File: config.mk
export PLATFORM = sky130hd
export DESIGN_NAME = ram_sync
export DESIGN_NICKNAME = d
export VERILOG_FILES = /design/src/rtl/ram_sync.sv
export SDC_FILE = /design/constraint.sdc
export NUM_CORES = 1
export LEC_CHECK = 0
export BUFFER_PORTS_ARGS = -buffer_cell sky130_fd_sc_hd__buf_2
export CAP_MARGIN = 20
export CORE_MARGIN = 5
export CORE_UTILIZATION = 64
export CTS_CLUSTER_SIZE = 25
export DETAILED_ROUTE_END_ITERATION = 10
export GPL_TIMING_DRIVEN = 0
export PLACE_DENSITY_LB_ADDON = 0.08
export REMOVE_ABC_BUFFERS = 1
export SYNTH_ARGS = -nofsm -noshare
export SYNTH_HDL_FRONTEND = slang
export SYNTH_SLANG_ARGS = --single-unit
File: constraint.sdc
create_clock -name clk -period 6.29 [get_ports clk]
set_input_delay 0.629 -clock clk [delete_from_list [all_inputs] [get_ports clk]]
set_output_delay 0.629 -clock clk [all_outputs]
set_load 0.02 [all_outputs]
File: src/rtl/ram_sync.sv
// ram_sync: single-port synchronous RAM with a post-reset zero-fill sequence,
// one-cycle registered read (read-first on collisions) and an out-of-range
// error pulse. Address decode uses the full address width with no aliasing.
module ram_sync #(
    parameter int DATA_WIDTH     = 8,
    parameter int ADDR_WIDTH     = 8,
    parameter int DEPTH          = 11,
    parameter int CLEAR_ON_RESET = 1
) (
    input  logic                  clk,
    input  logic                  rst_n,
    input  logic [ADDR_WIDTH-1:0] address,
    input  logic [DATA_WIDTH-1:0] data_in,
    input  logic                  writeOn,
    input  logic                  readOn,
    output logic [DATA_WIDTH-1:0] data_out,
    output logic                  valid_out,
    output logic                  busy,
    output logic                  err
);

    // Index width large enough to address every stored word (at least 1 bit).
    localparam int IDX_W = (DEPTH > 1) ? $clog2(DEPTH) : 1;

    // DEPTH widened by one bit so the range compare never truncates.
    localparam logic [ADDR_WIDTH:0] DEPTH_C = (ADDR_WIDTH+1)'(DEPTH);

    // Final word index of the clear sweep.
    localparam logic [IDX_W-1:0] LAST_IDX = IDX_W'(DEPTH - 1);

    typedef enum logic [0:0] {
        ST_CLEAR = 1'b0,
        ST_READY = 1'b1
    } state_t;

    // Controller state after reset depends on whether a zero-fill is wanted.
    localparam state_t RESET_STATE = (CLEAR_ON_RESET != 0) ? ST_CLEAR : ST_READY;

    logic [DATA_WIDTH-1:0] mem_r [DEPTH];

    state_t                state_r;
    logic [IDX_W-1:0]      cnt_r;
    logic [DATA_WIDTH-1:0] data_out_r;
    logic                  valid_r;
    logic                  busy_r;
    logic                  err_r;

    logic                  in_range_s;
    logic [IDX_W-1:0]      idx_s;
    logic                  rd_ok_s;
    logic                  req_bad_s;
    logic                  mem_we_s;
    logic [IDX_W-1:0]      mem_waddr_s;
    logic [DATA_WIDTH-1:0] mem_wdata_s;

    // Full-width range check; only in-range addresses are used to index memory.
    always_comb begin
        in_range_s = ({1'b0, address} < DEPTH_C);
        idx_s      = address[IDX_W-1:0];
        rd_ok_s    = (state_r == ST_READY) && readOn && in_range_s;
        req_bad_s  = (state_r == ST_READY) && (readOn || writeOn) && !in_range_s;
    end

    // Memory write port: zero-fill during clear, user writes when ready; nothing while in reset.
    always_comb begin
        mem_we_s    = 1'b0;
        mem_waddr_s = cnt_r;
        mem_wdata_s = {DATA_WIDTH{1'b0}};
        if (!rst_n) begin
            mem_we_s = 1'b0;
        end else if (state_r == ST_CLEAR) begin
            mem_we_s    = 1'b1;
            mem_waddr_s = cnt_r;
            mem_wdata_s = {DATA_WIDTH{1'b0}};
        end else if (writeOn && in_range_s) begin
            mem_we_s    = 1'b1;
            mem_waddr_s = idx_s;
            mem_wdata_s = data_in;
        end else begin
            mem_we_s = 1'b0;
        end
    end

    // Storage array; deliberately not reset so contents survive reset when no fill is requested.
    always_ff @(posedge clk) begin
        if (mem_we_s) begin
            mem_r[mem_waddr_s] <= mem_wdata_s;
        end
    end

    // Controller FSM with registered outputs; the read samples the pre-write word (read-first).
    always_ff @(posedge clk) begin
        if (!rst_n) begin
            state_r    <= RESET_STATE;
            busy_r     <= (RESET_STATE == ST_CLEAR);
            cnt_r      <= {IDX_W{1'b0}};
            data_out_r <= {DATA_WIDTH{1'b0}};
            valid_r    <= 1'b0;
            err_r      <= 1'b0;
        end else begin
            case (state_r)
                ST_CLEAR: begin
                    valid_r <= 1'b0;
                    err_r   <= 1'b0;
                    if (cnt_r == LAST_IDX) begin
                        state_r <= ST_READY;
                        busy_r  <= 1'b0;
                        cnt_r   <= {IDX_W{1'b0}};
                    end else begin
                        busy_r  <= 1'b1;
                        cnt_r   <= cnt_r + IDX_W'(1'b1);
                    end
                end
                ST_READY: begin
                    busy_r  <= 1'b0;
                    valid_r <= rd_ok_s;
                    err_r   <= req_bad_s;
                    if (rd_ok_s) begin
                        data_out_r <= mem_r[idx_s];
                    end
                end
                default: begin
                    state_r <= ST_READY;
                    busy_r  <= 1'b0;
                    cnt_r   <= {IDX_W{1'b0}};
                    valid_r <= 1'b0;
                    err_r   <= 1'b0;
                end
            endcase
        end
    end

    assign data_out  = data_out_r;
    assign valid_out = valid_r;
    assign busy      = busy_r;
    assign err       = err_r;

endmodule

=== Word level (Yosys, flattened, before mapping) ===
Memories as Yosys holds them, arrays and structs flattened. A register that Yosys moved wholly into a read port is not among the register bits.
Index checks and enable logic that the tools add are counted.

* $add $sub $neg: 1
* $mul: 0
* Divide/modulo/power cells: 0
* Order comparisons: 1
* Eq/ne operators: 1
* Shifts and indexed selects: 0
* Muxes and demuxes: 18
* Bitwise operators: 1
* Reduce and logical (&&, ||, !) cells: 9

{| class="wikitable"
|+ Operators with widths
! cell !! count
|-
| 8-bit two-way mux || 3
|-
| 4-bit two-way mux || 4
|-
| 8-bit by 4-bit < comparator with 1-bit output, second input constant || 1
|-
| 1-bit two-way mux || 8
|-
| 1-bit one-hot mux with 2 select lines || 3
|-
| 1-bit logical AND || 5
|-
| 4-bit by 1-bit adder with 4-bit output, second input constant || 1
|-
| 4-bit == test, second input constant || 1
|-
| 1-bit zero test || 2
|-
| 2-bit AND reduction || 1
|-
| 1-bit logical OR || 1
|-
| 1-bit NOT || 1
|}

* Register bits after elaboration: 8
* Latch bits: 0
* Bits in writable memories: 88
* ROM bits: 0
* Bits of input ports: 20
* Output and inout port bits: 11
* Memories kept: 1

{| class="wikitable"
|+ Memories
! memory !! words !! width !! read ports !! clocked after Yosys merged registers in !! wr ports !! line !! text
|-
| mem_r || 11 || 8 || 1 || 1 || 1 || 39 || <nowiki>logic [DATA_WIDTH-1:0] mem_r [DEPTH];</nowiki>
|}

=== Depth between registers and ports, before layout ===
Gate-level depths: netlist (run 1).

* Word-level depth: 7
* Gate-level depth with buffers: 7
* Mapped depth without buffers: 4

=== Worst setup path before layout (run 1) ===
No wires, ideal clock.

* Path kind: input-to-reg
* From: input address[7]
* To: memory mem_r[3][0] (enable)
* Setup time: 0.370 ns
* Arrival: 2.279 ns
* Data required time: 5.920 ns
* Setup slack: 3.641 ns
* Stages on the path: 4
* Path buffers: 0
* Cell sequence: or4_4 a211oi_4 mux2_2 nor2_1

* Word-level cells in the longest chain between the ends: 7

{| class="wikitable"
|+ RTL lines
! item !! line !! text
|-
| start, declared || 12 || <nowiki>input logic [ADDR_WIDTH-1:0] address,</nowiki>
|-
| 8-bit by 4-bit < comparator with 1-bit output (*) || 58 || <nowiki>in_range_s = ({1'b0, address} < DEPTH_C);</nowiki>
|-
| 1-bit logical AND (*) || 75 || <nowiki>end else if (writeOn && in_range_s) begin</nowiki>
|-
| 1-bit two-way mux || 75 ||
|-
| 1-bit two-way mux || 71 || <nowiki>end else if (state_r == ST_CLEAR) begin</nowiki>
|-
| 1-bit two-way mux || 69 || <nowiki>if (!rst_n) begin</nowiki>
|-
| 1-bit two-way mux || 86 || <nowiki>if (mem_we_s) begin</nowiki>
|-
| 1-bit two-way mux (implied by the code) || 87 || <nowiki>mem_r[mem_waddr_s] <= mem_wdata_s;</nowiki>
|-
| end, declared || 39 ||
|}

Mark *: on every way between the ends. The rest lies on a longest branch, timed or not.

=== Worst setup path after layout (run 1) ===
* From: input address[0]
* To: memory mem_r[7][1] (enable)

* Word-level cells in the longest chain between the ends: 7

{| class="wikitable"
|+ RTL lines
! item !! line
|-
| 8-bit by 4-bit < comparator with 1-bit output || 58
|-
| 1-bit logical AND || 75
|-
| 1-bit two-way mux || 75
|-
| 1-bit two-way mux || 71
|-
| 1-bit two-way mux || 69
|-
| 1-bit two-way mux || 86
|-
| 1-bit two-way mux (implied by the code) || 87
|}

Parallel ways exist; a longest one is shown, timed or not.

==> metrics.log, run 1 <==
INFO  metric synth-seq-cells = 104
INFO  metric yosys-top-cells-area = edfxtp_1 62%, mux4_2 8.5%, dfxtp_1 7.5%
INFO  metric synth_top_area_share = 62.14%
INFO  metric tightest_slew = 0.9072 ns
INFO  metric cell_chosen_for_the_clock_root = clkbuf_8
INFO  metric final-setup-viol-count = 0
INFO  metric postSynth.asyncResetShare = 0%
INFO  metric postLayoutCellArea = 4586 um2
INFO  metric worst_skew_pair.late_latency = 0.37 ns
INFO  metric clock_tree_from_tritoncts = done
INFO  metric drt_pass1_iterations = 4
INFO  metric finalClockSkew = 0.01206 ns
INFO  metric status = finished, final reports clean
INFO  metric totalWireLength = 7592 um
INFO  metric yosys_warnings = 0
INFO  metric r2r.worst_path.cells = 4
INFO  metric count_of_input_and_output_buffers = 30
INFO  metric hold_path.startpoint = data_out[6]$_SDFFE_PN0P_
INFO  metric final_nets = 308
INFO  metric number_of_buffers_inserted_to_repair_setup_after_cts = 0
INFO  metric synthesis.instances = 261
INFO  metric final_max_slew_viol_count = 0
INFO  metric routed_via_density = 6.116
INFO  metric vias_in_the_first_global_route = 2233
INFO  metric final_min_period_over_clock_period = 48.58%
INFO  metric number_of_nets_with_antenna_violations_after_detailed_routing = 0
INFO  metric dp_worst_slack = 2.809 ns
INFO  metric reg2reg_from = state_r$_SDFF_PN0_
INFO  metric power.density = 269.5 nW/um2
INFO  metric fp-row-count = 29
INFO  metric setup.worst_path.end_class = flip-flop
INFO  metric gp_routability_congestion = 0.7688
INFO  metric power.ir.vdd_worst = 0.1814 mV
INFO  metric path_clk_slew = 0.11 ns
INFO  metric setup_total_negative_slack = 0 ns
INFO  metric power_leakage = 1.546 nW
INFO  metric clock_buffer_count_from_cts = 9
INFO  metric finalPower = 1.236 mW
INFO  metric synth.top_cells.by_count = 88 x edfxtp_1, 20 x o21ai_0, 17 x nor2_1, 16 x dfxtp_1, 16 x mux4_2
INFO  metric cts-resized-gates = 0
INFO  metric timing.hold.worst_path_depth = 2
INFO  metric timing.final.crit_period = 3.056 ns
INFO  metric fmax = 0.3273 GHz
INFO  metric synth_edf_count = 88
INFO  metric grt.total_usage = 19.89%
INFO  metric capture_endpoint_of_the_worst_hold_path = data_out[6]$_SDFFE_PN0P_
INFO  metric synthToLayoutAreaGrowth = 7.826%
INFO  metric synth_sequential_area_ratio = 69.67%
INFO  metric most_used_flip_flop_cell_after_synthesis = edfxtp_1
INFO  metric cts.htree.levels = 3
INFO  metric remaining_global_route_overflow = 0
INFO  metric die_w = 91.52 um
INFO  metric r2r_end = mem_r[7][1]$_DFFE_PP_
INFO  metric dpl_cell_area = 4375 um2
INFO  metric syn_area_per_cell = 16.29 um2
INFO  metric number_of_diodes_added_for_antenna_fixing = 0
INFO  metric holdBufCountCts = 0
INFO  metric timing.max_slew.rel_slack = 39.52%
INFO  metric clock_tree.buffer_depth = 2
INFO  metric timing.final.hold_violations = 0
INFO  metric number_of_remaining_drc_errors = 0
INFO  metric routedWlPerCell = 20.52 um
INFO  metric top_level_port_count = 31
INFO  metric synthDistinctLibCells = 36
INFO  metric dp_hpwl = 4939 um
INFO  metric yosysMostFrequentCell = edfxtp_1
INFO  metric chip_height = 91.52 um
INFO  metric worst-r2r-setup-slack = 3.57 ns
INFO  metric vias = 2263
INFO  metric tightest_hold_check_type = flip-flop to flip-flop
INFO  metric initial_core_util = 66.22%
INFO  metric path_max_fanout = 29
INFO  metric rsz0062_at_grt = no
INFO  metric synthesis.area = 4253 um2
INFO  metric global_route_wire_length_before_repair = 12420 um
INFO  metric pin_count_of_the_biggest_net_entering_global_routing = 38
INFO  metric path_class = input pin to flip-flop
INFO  metric timing.critical_path.required = 6.29 ns
INFO  metric clock-sinks = 104
INFO  metric initialDrtViolationCount = 182
INFO  metric antenna_violations_before_repair = 0
INFO  metric timing.critical_path.arrival = 3.05 ns
INFO  metric synth_top_cell_by_area = edfxtp_1
INFO  metric setup.worst_path.start_class = input pin
INFO  metric timing.final.ws_setup = 3.234 ns
INFO  metric die_area = 8375 um2
INFO  metric maxCapViolCount = 0
INFO  metric drive_above_1_share = 27.30%
INFO  metric placeableCoreArea = 6422 um2
flip-flops by register name (all words and copies together), names as in the netlist:
| register | count |
|---|---|
| busy | 1 |
| cnt_r | 4 |
| data_out | 8 |
| err | 1 |
| mem_r | 88 |
| state_r | 1 |
| valid_out | 1 |
critical path: stages:
cell,delay [ns]
buf_2,0.37
a21o_2,0.37
a211oi_4,0.61
mux2_2,0.42
nor2_1,0.62
worst max-delay path by stage:
stage | startpoint | endpoint | slack [ns] | cells after the start
floorplan | address[7] | mem_r[3][0]$_DFFE_PP_ | 3.51 | 4
global placement | address[0] | mem_r[3][3]$_DFFE_PP_ | 2.80 | 5
detailed placement | address[0] | mem_r[7][0]$_DFFE_PP_ | 2.81 | 5
CTS | address[0] | mem_r[7][1]$_DFFE_PP_ | 3.20 | 5
global route | address[0] | mem_r[7][1]$_DFFE_PP_ | 3.10 | 5
finish | address[0] | mem_r[7][1]$_DFFE_PP_ | 3.23 | 5
kinds of logic after synthesis:
kind of cell	after synthesis	share of synthesized area (%)
simple gates	62	7.738
xor+xnor	1	0.2060
mux	28	11.33
flops	104	69.67
compound gates	48	7.797
buf+inv	18	3.265
cell usage in the layout (no fill, tap or decap), types with 2 or more instances in the layout:
master and instances:
a21boi_0 2, nand3_1 9, nor2b_1 5, mux2i_1 11, nand2b_1 2, mux4_2 16
nand2_1 11, edfxtp_1 88, inv_1 3, clkbuf_8 9, and2b_2 3, buf_2 30
dfxtp_1 16, a21oi_1 2, and2_1 3, a22oi_1 9, nor2_1 17, and2_2 8
o21ai_0 20, a31oi_1 8, a211oi_4 2, inv_6 3
power by group:
group	internal [mW]	leakage [nW]	total, mW	switching [mW]
Combinational	0.0229	0.483	0.0565	0.0336
Sequential	0.748	0.956	0.753	0.00462
Clock	0.192	0.107	0.427	0.235
final cells by class:
type                            count  area, um2
Clock inverter                      7      86.33
Multi-Input combinational cell    139       1151
Timing Repair Buffer               30      150.1
Clock buffer                        9      123.9
Inverter                            4      15.01
Sequential cell                   104       2963
Fill cell                         406       1837
Tap cell                           77      96.34
stage by stage:
stage | hold slack [ns] | util [%] | std cells
floorplan | 0.4739 | - | 247
global placement | 0.4959 | 68.13 | 354
detailed placement | 0.5337 | 68.13 | 354
CTS | 0.5534 | 71.40 | 370
global route | 0.5485 | 71.40 | 370
finish | 0.5510 | 71.40 | 370
metal layers:
metal	vias up	GRT usage [%]	share of wire, %
met5	-	0	0
met4	0	6.910	1.8
met3	13	4.876	6.4
met2	73	32.44	50
met1	1113	26.27	42
li1	1064	-	-
No activity file was read; power rests on OpenSTA's default activity.
==> run 2: changes to the inputs <==
Settings changed: CORE_UTILIZATION 64 to 59.
Clock period 6.29 ns to 3.15 ns, I/O delays scaled along.
==> metrics.log, run 2 (synthesis gave the netlist of run 1 again) <==
INFO  metric status = finished, final reports clean
INFO  metric vias = 2260 (-0.13%)
INFO  metric setup.worst_path.end_class = flip-flop
INFO  metric routed_via_density = 5.765 (-5.7%)
INFO  metric synthToLayoutAreaGrowth = 8.149%
INFO  metric final_nets = 308 (unchanged)
INFO  metric placeableCoreArea = 7137 um2 (+11%)
INFO  metric share_comb_of_total_power = 4.8% (+0.2 points)
INFO  metric number_of_diodes_added_for_antenna_fixing = 0 (unchanged)
INFO  metric timing.critical_path.arrival = 2.82 ns (-0.23 ns)
INFO  metric die_w = 94.90 um (+3.7%)
INFO  metric count_of_input_and_output_buffers = 30 (unchanged)
INFO  metric drt_pass1_iterations = 6 (+2)
INFO  metric global_route_wire_length_before_repair = 12460 um (+0.33%)
INFO  metric number_of_nets_with_antenna_violations_after_detailed_routing = 0 (unchanged)
INFO  metric final_common_cell = edfxtp_1
INFO  metric fmax = 0.3516 GHz
INFO  metric critPathMaxStageDelay = 0.68 ns (+0.06 ns)
INFO  metric worst-path-buf-inv = 1 (unchanged)
INFO  metric initial_core_util = 59.59% (-6.6 points)
INFO  metric remaining_global_route_overflow = 0 (unchanged)
INFO  metric worst_skew_pair.late_latency = 0.36 ns (about the same)
INFO  metric number_of_buffers_inserted_to_repair_setup_after_cts = 0 (unchanged)
INFO  metric most-common-layout-cells = 88 x edfxtp_1, 30 x buf_2, 20 x o21ai_0, 17 x nor2_1
INFO  metric setup_total_negative_slack = 0 ns (unchanged)
INFO  metric area_of_the_multi_input_gates = 1151 um2 (unchanged)
INFO  metric gp_routability_congestion = 0.7522 (-2.2%)
INFO  metric cp_cell_sequence = buf_2 -> a21o_2 -> a211oi_4 -> mux2_2 -> nor2_1
INFO  metric tightest_hold_check_type = input pin to flip-flop
INFO  metric fp-row-count = 31 (+6.9%)
INFO  metric finalClockSkew = 0.01515 ns (+0.003092 ns)
INFO  metric pin_count_of_the_biggest_net_entering_global_routing = 38 (unchanged)
INFO  metric clock_tree_from_tritoncts = done
INFO  metric final-instance-count-excl-fill = 392 (+5.9%)
INFO  metric most_flop_heavy_register = mem_r
INFO  metric critical-path-top-delay-family = compound AO/OA/AOI/OAI gates
INFO  metric dp_hpwl = 4772 um (-3.4%)
INFO  metric timing.max_slew.rel_slack = 34.44% (-5.1 points)
INFO  metric die_area = 9006 um2 (+7.5%)
INFO  metric finish.utilization = 64.45% (-7.0 points)
INFO  metric cts-resized-gates = 0 (unchanged)
INFO  metric rsz0062_at_grt = no
INFO  metric clock_tree.buffer_depth = 2 (unchanged)
INFO  metric grt.total_usage = 19.73% (-0.15 points)
INFO  metric cts.htree.levels = 3 (unchanged)
INFO  metric nFillCells = 553 (+36%)
INFO  metric chip_height = 94.90 um (+3.7%)
INFO  metric initialDrtViolationCount = 153 (-16%)
INFO  metric timing.final.hold_violations = 0 (unchanged)
INFO  metric routedWlPerCell = 20.20 um (-1.6%)
INFO  metric totalWireLength = 7917 um (+4.3%)
INFO  metric cell_chosen_for_the_clock_root = clkbuf_8
INFO  metric setup.worst_path.start_class = input pin
INFO  metric place.detailed.instances = 376 (+6.2%)
INFO  metric final_min_period_over_clock_period = 90.29%
INFO  metric fin_worst_hold_slack = 0.2638 ns (-0.2872 ns)
INFO  metric net-switching-power = 0.5302 mW (+94%)
INFO  metric power_leakage = 1.531 nW (-1.0%)
INFO  metric clock-sinks = 104 (unchanged)
INFO  metric holdBufCountCts = 0 (unchanged)
INFO  metric path_max_fanout = 29 (unchanged)
INFO  metric power.density = 531.6 nW/um2 (+97%)
INFO  metric worst_path_max_delay_cell = nor2_1
INFO  metric seqPwrFrac = 61.4% (+0.5 points)
INFO  metric largest_reg_flops = 88 (unchanged)
INFO  metric path_clk_slew = 0.09 ns (-0.02 ns)
INFO  metric internal_power = 1.915 mW (+99%)
INFO  metric power.ir.vdd_worst = 0.3338 mV (+84%)
INFO  metric final-setup-viol-count = 0 (unchanged)
INFO  metric vias_in_the_first_global_route = 2168 (-2.9%)
INFO  metric maxCapViolCount = 0 (unchanged)
INFO  metric ff_latch_area = 2963 um2 (unchanged)
INFO  metric top_level_port_count = 31 (unchanged)
INFO  metric tightest_slew = 0.9798 ns (+0.07262 ns)
INFO  metric timing.final.crit_period = 2.844 ns
INFO  metric clock_buffer_count_from_cts = 9 (unchanged)
INFO  metric timing.critical_path.required = 3.13 ns (-3.16 ns)
INFO  metric antenna_violations_before_repair = 0 (unchanged)
INFO  metric finalPower = 2.445 mW (+98%)
INFO  metric proportion_of_power_drawn_by_the_clock_network = 33.8% (-0.7 points)
INFO  metric path_class = input pin to flip-flop
INFO  metric number_of_remaining_drc_errors = 0 (unchanged)
INFO  metric drive_above_1_share = 26.62% (-0.68 points)
INFO  metric p_sw_share = 21.68% (-0.44 points)
INFO  metric final_max_slew_viol_count = 0 (unchanged)
-- run 2: cell types whose count changed in the layout (fill, tap and decap cells not counted) --
cell / before / now
clkinv_8: 1 / 0
inv_8: 0 / 1
inv_6: 3 / 0
clkbuf_1: 0 / 2
clkinvlp_4: 0 / 2
clkinv_2: 1 / 0
-- run 2: final timing paths --
| kind | startpoint | to | slack [ns] | cells after the start |
|---|---|---|---|---|
| worst max-delay path | address[0] | mem_r[7][3]$_DFFE_PP_ | 0.31 | 5 |
| worst max register to register | state_r$_SDFF_PN0_ | mem_r[7][3]$_DFFE_PP_ | 0.35 | 4 |
| worst min register to register | cnt_r[3]$_SDFFE_PN0N_ | cnt_r[3]$_SDFFE_PN0N_ | 0.52 | 2 |
| worst min-delay path | readOn | err$_SDFF_PN0_ | 0.26 | 3 |
-- run 2: layout make-up --
type	instances	area share (%)
clock buffer	11	2.856
tap	99	2.693
multi-input combinational	139	25.03
sequential	104	64.42
clock inverter	5	1.415
timing repair buffer	30	3.264
inverter	4	0.3264
-- run 2: routing by layer --
| layer | wire [um] | track usage [%] | part of all wire, % | up-vias |
|---|---|---|---|---|
| met1 | 3458 | 28.51 | 44 | 1114 |
| met3 | 591 | 4.382 | 7.5 | 6 |
| li1 | - | - | - | 1067 |
| met5 | 0 | 0 | 0 | - |
| met4 | 78 | 6.971 | 0.99 | 0 |
| met2 | 3789 | 29.83 | 48 | 73 |
-- run 2: metrics by stage --
step	worst slack, ns	cell area (um2)
after floorplan	0.6793	4129
after global placement	-0.1367	4403
after detailed placement	-0.1350	4403
after CTS	0.2548	4599
after global routing	0.09663	4599
final	0.3058	4599
-- run 2: power groups by stage --
| stage | logic, mW | registers, mW | clock network (mW) |
|---|---|---|---|
| 2_1_floorplan | 0.0620 | 1.53 | 0 |
| 3_5_place_dp | 0.117 | 1.53 | 0 |
| 3_3_place_gp | 0.117 | 1.53 | 0 |
| 6_report | 0.117 | 1.50 | 0.826 |
| 5_1_grt | 0.129 | 1.51 | 0.889 |
| 4_1_cts | 0.118 | 1.50 | 0.831 |
-- run 2: worst reg2reg max path: stages (launching register included) --
cell and delay, ns:
dfxtp_1 0.53, nand3_1 0.20, a211oi_4 0.59, mux2_2 0.42
nor2_1 0.68
